### config.mk
export PLATFORM = sky130hd
export DESIGN_NAME = ecc_encoder
export DESIGN_NICKNAME = d
export VERILOG_FILES = /design/src/rtl/ecc_encoder.sv
export SDC_FILE = /design/constraint.sdc
export NUM_CORES = 1
export LEC_CHECK = 0
export ABC_AREA = 1
export CELL_PAD_IN_SITES_DETAIL_PLACEMENT = 0
export CELL_PAD_IN_SITES_GLOBAL_PLACEMENT = 1
export CORE_MARGIN = 1.5
export CORE_UTILIZATION = 35
export CTS_CLUSTER_SIZE = 28
export DETAILED_ROUTE_END_ITERATION = 10
export HOLD_SLACK_MARGIN = 0.15
export PLACE_DENSITY_LB_ADDON = 0.1
export SLEW_MARGIN = 0
export SYNTH_ARGS = -nofsm -noshare
export SYNTH_HDL_FRONTEND = slang
export SYNTH_SLANG_ARGS = --single-unit
### constraint.sdc
create_clock -name clk -period 1.83 [get_ports clk]
set_clock_uncertainty 0.1 [all_clocks]
set_input_delay 0.549 -clock clk [delete_from_list [all_inputs] [get_ports clk]]
set_output_delay 0.549 -clock clk [all_outputs]
set_load 0.02 [all_outputs]
### src/rtl/ecc_encoder.sv
// ecc_encoder: write-side page ECC generator.
// Takes one 128-bit page as 8 words and accumulates an 8-bit position-XOR
// Hamming code as the words arrive (no page buffer). It also forwards the data
// stream delayed by one cycle, so the last word and its page code leave together.
// Optional feature macro: ECC_ENCODER_BATCH_CHECK_EN (checks in_batch against the
// internal word counter, sets a sticky seq_err, and suppresses code_vld for a bad page).
module ecc_encoder #(
  parameter int unsigned DATA_W = 16
) (
  input  logic              clk,
  input  logic              rst_n,
  input  logic              in_vld,
  input  logic [DATA_W-1:0] in_data,
  input  logic [2:0]        in_batch,
  input  logic              end_of_page,
  output logic              out_vld,
  output logic [DATA_W-1:0] out_data,
  output logic [2:0]        out_batch,
  output logic [7:0]        code,
  output logic              code_vld,
  output logic              seq_err
);

  typedef enum logic [0:0] {IDLE, ACCUM} state_t;

  state_t     state, state_d;
  logic [2:0] cnt, cnt_d;
  logic [7:0] acc, acc_d;
  logic [7:0] code_d;
  logic       code_vld_d;
  logic [7:0] contrib;
  logic       close;

`ifdef ECC_ENCODER_BATCH_CHECK_EN
  logic       mismatch;
  logic       page_err, page_err_d;
  logic       seq_err_d;
`else
  logic       unused_batch;
  assign unused_batch = ^in_batch;
  assign seq_err      = 1'b0;
`endif

  // Code contribution of the current word: XOR of (bit position + 1) over set bits,
  // positioned by the internal word counter.
  always_comb begin
    contrib = '0;
    for (int unsigned j = 0; j < DATA_W; j++) begin
      if (in_data[j]) contrib = contrib ^ 8'(DATA_W * 32'(cnt) + j + 32'd1);
    end
  end

  // Next-state logic: accumulate words, close the page on word 7 or end_of_page.
  always_comb begin
    state_d    = state;
    cnt_d      = cnt;
    acc_d      = acc;
    code_d     = code;
    code_vld_d = 1'b0;
    close      = 1'b0;
    case (state)
      IDLE: begin
        if (in_vld) begin
          if (end_of_page) begin
            close = 1'b1;
          end else begin
            acc_d   = contrib;
            cnt_d   = 3'd1;
            state_d = ACCUM;
          end
        end else if (end_of_page) begin
          close = 1'b1;
        end
      end
      ACCUM: begin
        if (in_vld) begin
          if (cnt == 3'd7 || end_of_page) begin
            close = 1'b1;
          end else begin
            acc_d = acc ^ contrib;
            cnt_d = cnt + 3'd1;
          end
        end else if (end_of_page) begin
          close = 1'b1;
        end
      end
      default: state_d = IDLE;
    endcase
    if (close) begin
      code_d     = acc ^ (in_vld ? contrib : 8'h00);
      code_vld_d = 1'b1;
      acc_d      = '0;
      cnt_d      = '0;
      state_d    = IDLE;
    end
`ifdef ECC_ENCODER_BATCH_CHECK_EN
    // A page that saw any index mismatch still gets encoded, but is not announced.
    mismatch   = in_vld && (in_batch != cnt);
    seq_err_d  = seq_err | mismatch;
    page_err_d = page_err | mismatch;
    if (close) begin
      code_vld_d = ~(page_err | mismatch);
      page_err_d = 1'b0;
    end
`endif
  end

  // Encoder state register.
  always_ff @(posedge clk or negedge rst_n) begin
    if (!rst_n) begin
      state    <= IDLE;
      cnt      <= '0;
      acc      <= '0;
      code     <= '0;
      code_vld <= 1'b0;
    end else begin
      state    <= state_d;
      cnt      <= cnt_d;
      acc      <= acc_d;
      code     <= code_d;
      code_vld <= code_vld_d;
    end
  end

  // One-cycle data pipeline; out_batch reports the counter position used for encoding.
  always_ff @(posedge clk or negedge rst_n) begin
    if (!rst_n) begin
      out_vld   <= 1'b0;
      out_data  <= '0;
      out_batch <= '0;
    end else begin
      out_vld   <= in_vld;
      out_data  <= in_data;
      out_batch <= cnt;
    end
  end

`ifdef ECC_ENCODER_BATCH_CHECK_EN
  // Sticky sequence error and per-page error flag.
  always_ff @(posedge clk or negedge rst_n) begin
    if (!rst_n) begin
      seq_err  <= 1'b0;
      page_err <= 1'b0;
    end else begin
      seq_err  <= seq_err_d;
      page_err <= page_err_d;
    end
  end
`endif

endmodule

==> key figures, run 1 <==
Status
  • Status: complete, no violations

Placed design
  • Post-DP HPWL: 3.451 mm
  • Port bufs: 48
  • Total placed cells including tap cells: 400
  • Gpl congestion: 0.7732

Clocking
  • Clk Latency, worst-skew pair: 290 ps
  • Clk Tree Root Cell: clkbuf_8
  • Clock-pin slew on the worst setup and hold paths: 80 ps
  • H-tree depth: 2
  • TritonCTS clock tree: built
  • CTS Sinks: 41
  • CTS Buf Count: 5
  • Clock buffer depth: 2

Yosys
  • Netlist Area Pre-Place: 2095 sq um
  • Cell count after synthesis: 254
  • Post-synth ARST share: 1.000
  • Leading area contributor after synthesis: dfrtp_1
  • Top cell type's share of synthesized area: 0.4898
  • Synth top area cells: dfrtp_1 (49%), nand2_1 (15%), xnor2_1 (6.7%)
  • Post-synth EDFFs: 0
  • Synth warnings: 0
  • Count of different cell masters after synthesis: 24
  • Most frequent cell after synthesis: nand2_1
  • Synth top cells by count: nand2_1 (84), dfrtp_1 (41), inv_1 (32)
  • Avg Inst Size Synth: 8.246 sq um
  • Syn nets: 279
  • Sequential area share after synthesis: 0.4898
  • Seq cells post-synth: 41
  • Synth Flop Type: dfrtp_1

Die
  • Initial Util: 0.3713
  • Io pins: 53
  • Die H: 80.36 microns
  • Die footprint: 6458 sq um
  • Core ar.: 5642 sq um
  • Die W: 80.36 microns
  • Placement Rows: 27

Timing
  • Final worst path period need: 1760 ps
  • Post-route clock period utilization: 0.9615
  • Setup TNS: 0 ps
  • Fin. Hold Viols: 0
  • Unrepaired setup endpoints after global routing: true
  • Max Freq: 568.3 MHz
  • Fin. max-slew vios: 0
  • Final setup fails: 0

Final layout
  • Post-Layout Cell Count: 413
  • Finished Core Util: 0.5600
  • Filler cells: 543
  • Area grow syn2layout: 50.84%
  • Multi-input combinational cell area: 1130 sq um
  • Layout Nets: 365
  • Reg area: 1026 sq um
  • Antenna cells: 0
  • Share of cells above drive strength 1: 0.3255

Worst hold path
  • Worst hold start: in_data[7]
  • Worst min path class: in -> reg
  • Hold path endpoint: out_data[7]$_DFF_PN0_
  • Hold Crit Depth: 1

Critical path
  • Startpoint types: input pin
  • Worst EP arrival: 1860 ps
  • Reg2reg setup slack: 90 ps
  • FF-to-FF Start: cnt[0]$_DFFE_PN0P_
  • Largest stage delay, worst path: 580 ps
  • Crit Path Max Fanout: 6
  • Crit path buffers/inverters: 2
  • CP required: 1930 ps
  • Critical path cell sequence: clkdlybuf4s50_1 -> nand3_2 -> nand2_4 -> clkinvlp_4 -> o31ai_1
  • Reg2reg end: acc[6]$_DFFE_PN0P_
  • Critical Path Sink Type: register
  • Depth of the most critical reg-to-reg path: 8
  • Crit path kind: in -> reg
  • CP max stage cell: clkdlybuf4s50_1
  • Critical path's top delay family: buffers and inverters

Power and ir drop
  • Maximum VDD drop: 450.1 uV
  • Pleak: 1.634 nW
  • PwrDens: 791.4 nW/um^2

Routing
  • Final WL: 5.032 mm
  • Final antenna-violating net count: 0
  • DR WL/cell: 12.18 microns
  • DRC Markers: 0
  • Vias per cell: 4.617
  • Iteration-0 DRC count of the detailed router: 57
  • Pre-antenna DRT Iters: 4
  • Vias: 1,907

Global routing
  • Initial antenna violation count: 0
  • Grt ovf: 0
  • Vias in the first global route: 1,706
  • Overall Global Routing Usage: 0.1691
  • First-pass GRT wire length: 8.355 mm
  • Largest net degree at the start of global routing: 42

Job
  • Max cap viols: 0
==> flip-flops by register name (all words and copies together) (netlist names) <==
| signal | count |
|---|---|
| state | 1 |
| cnt | 3 |
| code | 8 |
| acc | 8 |
| out_vld | 1 |
| out_data | 16 |
| out_batch | 3 |
| code_vld | 1 |
==> placed cells by master (no fill, tap or decap), types with 8 or more instances in the layout <==
| master | n |
|---|---|
| nand2_1 | 63 |
| dfrtp_1 | 41 |
| buf_4 | 34 |
| dlygate4sd2_1 | 29 |
| inv_1 | 24 |
| nand2_2 | 19 |
| nand3_1 | 17 |
| xnor2_1 | 11 |
| xor2_1 | 10 |
| nand3_2 | 8 |
==> cells by family after synthesis <==
group,count (synthesis),share of synthesized area
adder cells (fa/ha/maj),2,0.01195
AO/OA/AOI/OAI,21,0.06153
flip-flops,41,0.4898
buffers and inverters,37,0.06989
other,1,0.001790
XOR/XNOR,29,0.1213
AND/OR/NAND/NOR,123,0.2437
==> stage by stage <==
stage,area (sq um),setup slack (ps),total power [mW],hold slack [ps]
after CTS,3045,3.152,2.488,384.2
after global routing,3159,-36.13,2.646,274.4
after floorplan,2102,17.51,1.411,153.4
after global placement,2884,-623.3,1.718,364.6
final,3159,70.49,2.500,285.1
after detailed placement,2884,-639.6,1.727,367.0
==> cell type report <==
type,instances,share of cell area
Clock inverter,1,0.009505
Sequential cell,41,0.3248
Multi-Input combinational cell,176,0.3576
Timing Repair Buffer,83,0.2107
Timing Repair inverter,1,0.002376
Clock buffer,7,0.02733
Tap cell,72,0.02851
Inverter,32,0.03921
==> timing repair <==
action | in CTS | in global routing
setup endpoints to repair | 45 | 17
hold buffers | 1 | 0
gates cloned | 0 | 1
endpoints found under the hold margin | 41 | 0
pin swaps | 10 | 25
setup buffers | 0 | 3
gates resized for setup | 78 | 74
==> worst max-delay path by stage <==
| stage | to | from | slack [ps] | depth (start not counted) |
|---|---|---|---|---|
| after global placement | code[6]$_DFFE_PN0N_ | in_data[13] | -620 | 13 |
| after floorplan | acc[4]$_DFFE_PN0P_ | in_data[14] | 20 | 14 |
| final | code[3]$_DFFE_PN0N_ | in_vld | 70 | 5 |
| after detailed placement | acc[2]$_DFFE_PN0P_ | in_data[12] | -640 | 8 |
| after CTS | acc[4]$_DFFE_PN0P_ | in_data[7] | 3 | 17 |
| after global routing | acc[6]$_DFFE_PN0P_ | in_data[13] | -40 | 12 |
==> where the power goes <==
| part | leakage, nW | total (mW) | switching (mW) | internal (mW) |
|---|---|---|---|---|
| Clock | 0.0585 | 0.768 | 0.323 | 0.445 |
| Combinational | 1.06 | 0.712 | 0.409 | 0.303 |
| Sequential | 0.516 | 1.02 | 0.0385 | 0.981 |
==> per-layer routing <==
layer / vias up / wire [microns] / global-route usage
li1: 969 / - / -
met1: 891 / 2431 / 0.2427
met2: 41 / 2294 / 0.2538
met3: 6 / 249 / 0.03864
met4: 0 / 56 / 0.04655
met5: - / 0 / 0
(Power assumes the default switching activity.)
==> run 2: changes to the inputs <==
--- a/config.mk
+++ b/config.mk
@@ -8,7 +8,8 @@
 export ABC_AREA = 1
 export CELL_PAD_IN_SITES_DETAIL_PLACEMENT = 0
 export CELL_PAD_IN_SITES_GLOBAL_PLACEMENT = 1
-export CORE_MARGIN = 1.5
+export CORE_ASPECT_RATIO = 1.1
+export CORE_MARGIN = 2
 export CORE_UTILIZATION = 35
 export CTS_CLUSTER_SIZE = 28
 export DETAILED_ROUTE_END_ITERATION = 10
==> run 2 against run 1 <==
Sequential power hardly changed. Critical path depth is 2 higher. Utilization is 3.2 points lower. Hold slack better by 28 ps. Sequential cell count stayed put. Combinational power is 1% higher. Maximum frequency is 2.7% higher. Clock power is 22% lower. Cell area is 3.6% lower. Largest cell class unchanged.
==> key figures, run 2 (synthesized netlist as in run 1, its figures left out) <==
Status
  • Status: complete, no violations

Clocking
  • Clk Tree Root Cell: clkbuf_8
  • Clock buffer depth: 2 (unchanged)
  • CTS Sinks: 41 (unchanged)
  • Clock-pin slew on the worst setup and hold paths: 80 ps (about the same)
  • CTS Buf Count: 5 (unchanged)
  • TritonCTS clock tree: built
  • H-tree depth: 2 (unchanged)
  • Clk Latency, worst-skew pair: 280 ps (about the same)

Placed design
  • Dpl ws: -685.9 ps (-46.30 ps)
  • Port bufs: 48 (unchanged)
  • Post-DP HPWL: 3.641 mm (+5.5%)
  • Total placed cells including tap cells: 404 (+1.0%)
  • Gpl congestion: 0.7614 (-1.5%)

Global routing
  • Initial antenna violation count: 0 (unchanged)
  • Largest net degree at the start of global routing: 26 (-38%)
  • Vias in the first global route: 1,746 (+2.3%)
  • Overall Global Routing Usage: 0.1614 (-0.007669)
  • Grt ovf: 0 (unchanged)
  • First-pass GRT wire length: 8.335 mm (-0.24%)

Power and ir drop
  • Pleak: 1.612 nW (-1.3%)
  • PwrDens: 767.5 nW/um^2 (-3.0%)
  • PnR Total Power: 2.338 mW (-6.5%)
  • Maximum VDD drop: 345.2 uV (-23%)

Critical path
  • Startpoint types: input pin
  • Crit path kind: in -> reg
  • Critical Path Start: in_data[15]
  • Critical Path Sink Type: register
  • Worst EP arrival: 1820 ps (-40 ps)
  • Critical path endpoint: code[7]$_DFFE_PN0N_
  • Reg2reg end: code[2]$_DFFE_PN0N_
  • FF-to-FF Start: cnt[0]$_DFFE_PN0P_
  • CP required: 1940 ps (about the same)
  • Depth of the most critical reg-to-reg path: 8 (unchanged)
  • Reg2reg setup slack: 170 ps (+80 ps)
  • Crit Path Max Fanout: 2 (-4)

Timing
  • Final setup fails: 0 (unchanged)
  • Fin. Hold Viols: 0 (unchanged)
  • Final worst path period need: 1714 ps (-45.46 ps)
  • Max Freq: 583.4 MHz (+2.7%)
  • Unrepaired setup endpoints after global routing: false
  • Fin. max-slew vios: 0 (unchanged)
  • Worst setup margin: 116.0 ps (+45.46 ps)
  • Final hold slack: 312.6 ps (+27.57 ps)
  • Post-route clock period utilization: 0.9366 (-0.02484)

Routing
  • Final antenna-violating net count: 0 (unchanged)
  • Pre-antenna DRT Iters: 4 (unchanged)
  • Vias per cell: 4.470 (-3.2%)
  • DR WL/cell: 11.88 microns (-2.5%)
  • DRC Markers: 0 (unchanged)
  • Vias: 1,855 (-2.7%)
  • Iteration-0 DRC count of the detailed router: 63 (+11%)
  • Final WL: 4.929 mm (-2.0%)

Final layout
  • Most common cell after layout, fill and taps aside: nand2_1
  • Most frequent cells in the layout: nand2_1 (69), dfrtp_1 (41), buf_4 (30)
  • Post-Layout Cell Count: 415 (+0.48%)
  • Filler cells: 581 (+7.0%)
  • Largest regs: out_data (16), acc (8), code (8)
  • Antenna cells: 0 (unchanged)
  • Share of cells above drive strength 1: 0.2781 (-0.04741)
  • Most flops, register: out_data
  • Area grow syn2layout: 45.46%
  • Max FFs per register: 16 (unchanged)
  • Finished Core Util: 0.5281 (-0.03191)
  • Layout Nets: 363 (-0.55%)

Worst hold path
  • Worst min path class: in -> reg

Job
  • Max cap viols: 0 (unchanged)

Die
  • Initial Util: 0.3630 (-0.008213)
  • Io pins: 53 (unchanged)
  • Die W: 77.76 microns (-3.2%)
  • Die H: 85.14 microns (+5.9%)
  • Placement Rows: 29 (+7.4%)
  • Die footprint: 6620 sq um (+2.5%)
  • Core ar.: 5769 sq um (+2.3%)
-- run 2: cell count changes in the layout (fill, tap and decap cells not counted), sizes merged --
cell / before / now
bufinv: 1 / 0
clkbuf: 12 / 13
buf: 45 / 42
dlymetal6s2s: 0 / 1
clkdlybuf4s50: 3 / 2
-- run 2: power by group --
group          total [mW]  switching, mW  leakage (nW)  internal [mW]
Sequential           1.02         0.0385         0.516          0.982
Clock               0.597          0.298        0.0443          0.300
Combinational       0.721          0.407          1.05          0.314
-- run 2: repair_timing --
action                                  in CTS  in global routing
gates resized for setup                     81                 43
pin swaps                                   16                 11
endpoints found under the hold margin       16                  0
setup buffers                                1                  1
hold buffers                                 1                  0
gates cloned                                 0                  1
endpoints found under the setup margin      45                 16
-- run 2: final cells by class --
cell class | instances | area (sq um) | share of cell area
sequential | 41 | 1026 | 0.3368
timing repair inverter | 1 | 7.507 | 0.002464
timing repair buffer | 81 | 633.1 | 0.2078
tap | 77 | 96.34 | 0.03162
inverter | 32 | 123.9 | 0.04066
clock buffer | 7 | 86.33 | 0.02834
multi-input combinational | 176 | 1074 | 0.3524
-- run 2: worst min-delay path by stage --
stage / startpoint / endpoint / slack [ps] / cells after the start
final: in_data[0] / out_data[0]$_DFF_PN0_ / 310 / 1
after global routing: in_data[0] / out_data[0]$_DFF_PN0_ / 300 / 1
after CTS: in_data[13] / out_data[13]$_DFF_PN0_ / 350 / 1
after detailed placement: code[2]$_DFFE_PN0N_ / code[2]$_DFFE_PN0N_ / 370 / 2
after global placement: code[4]$_DFFE_PN0N_ / code[4]$_DFFE_PN0N_ / 360 / 2
after floorplan: rst_n / acc[0]$_DFFE_PN0P_ / 150 / 0
-- run 2: critical path: stages --
cell and delay (ps):
clkdlybuf4s50_1 480, inv_1 60, nor4_1 250, buf_4 170, nand2_1 60, xor2_1 130, o21ai_0 130
-- run 2: through the flow --
step	setup TNS, ps	cell area (sq um)
2_1_floorplan	0	2102
3_3_place_gp	-9421	2883
3_5_place_dp	-9673	2883
4_1_cts	0	3040
5_1_grt	0	3047
6_report	0	3047
-- run 2: per-layer routing --
layer | track usage | part of all wire | wire length, microns
met5 | 0 | 0 | 0
met2 | 0.2688 | 0.49 | 2423
met3 | 0.03298 | 0.037 | 183
met1 | 0.2079 | 0.46 | 2255
met4 | 0.05844 | 0.014 | 67
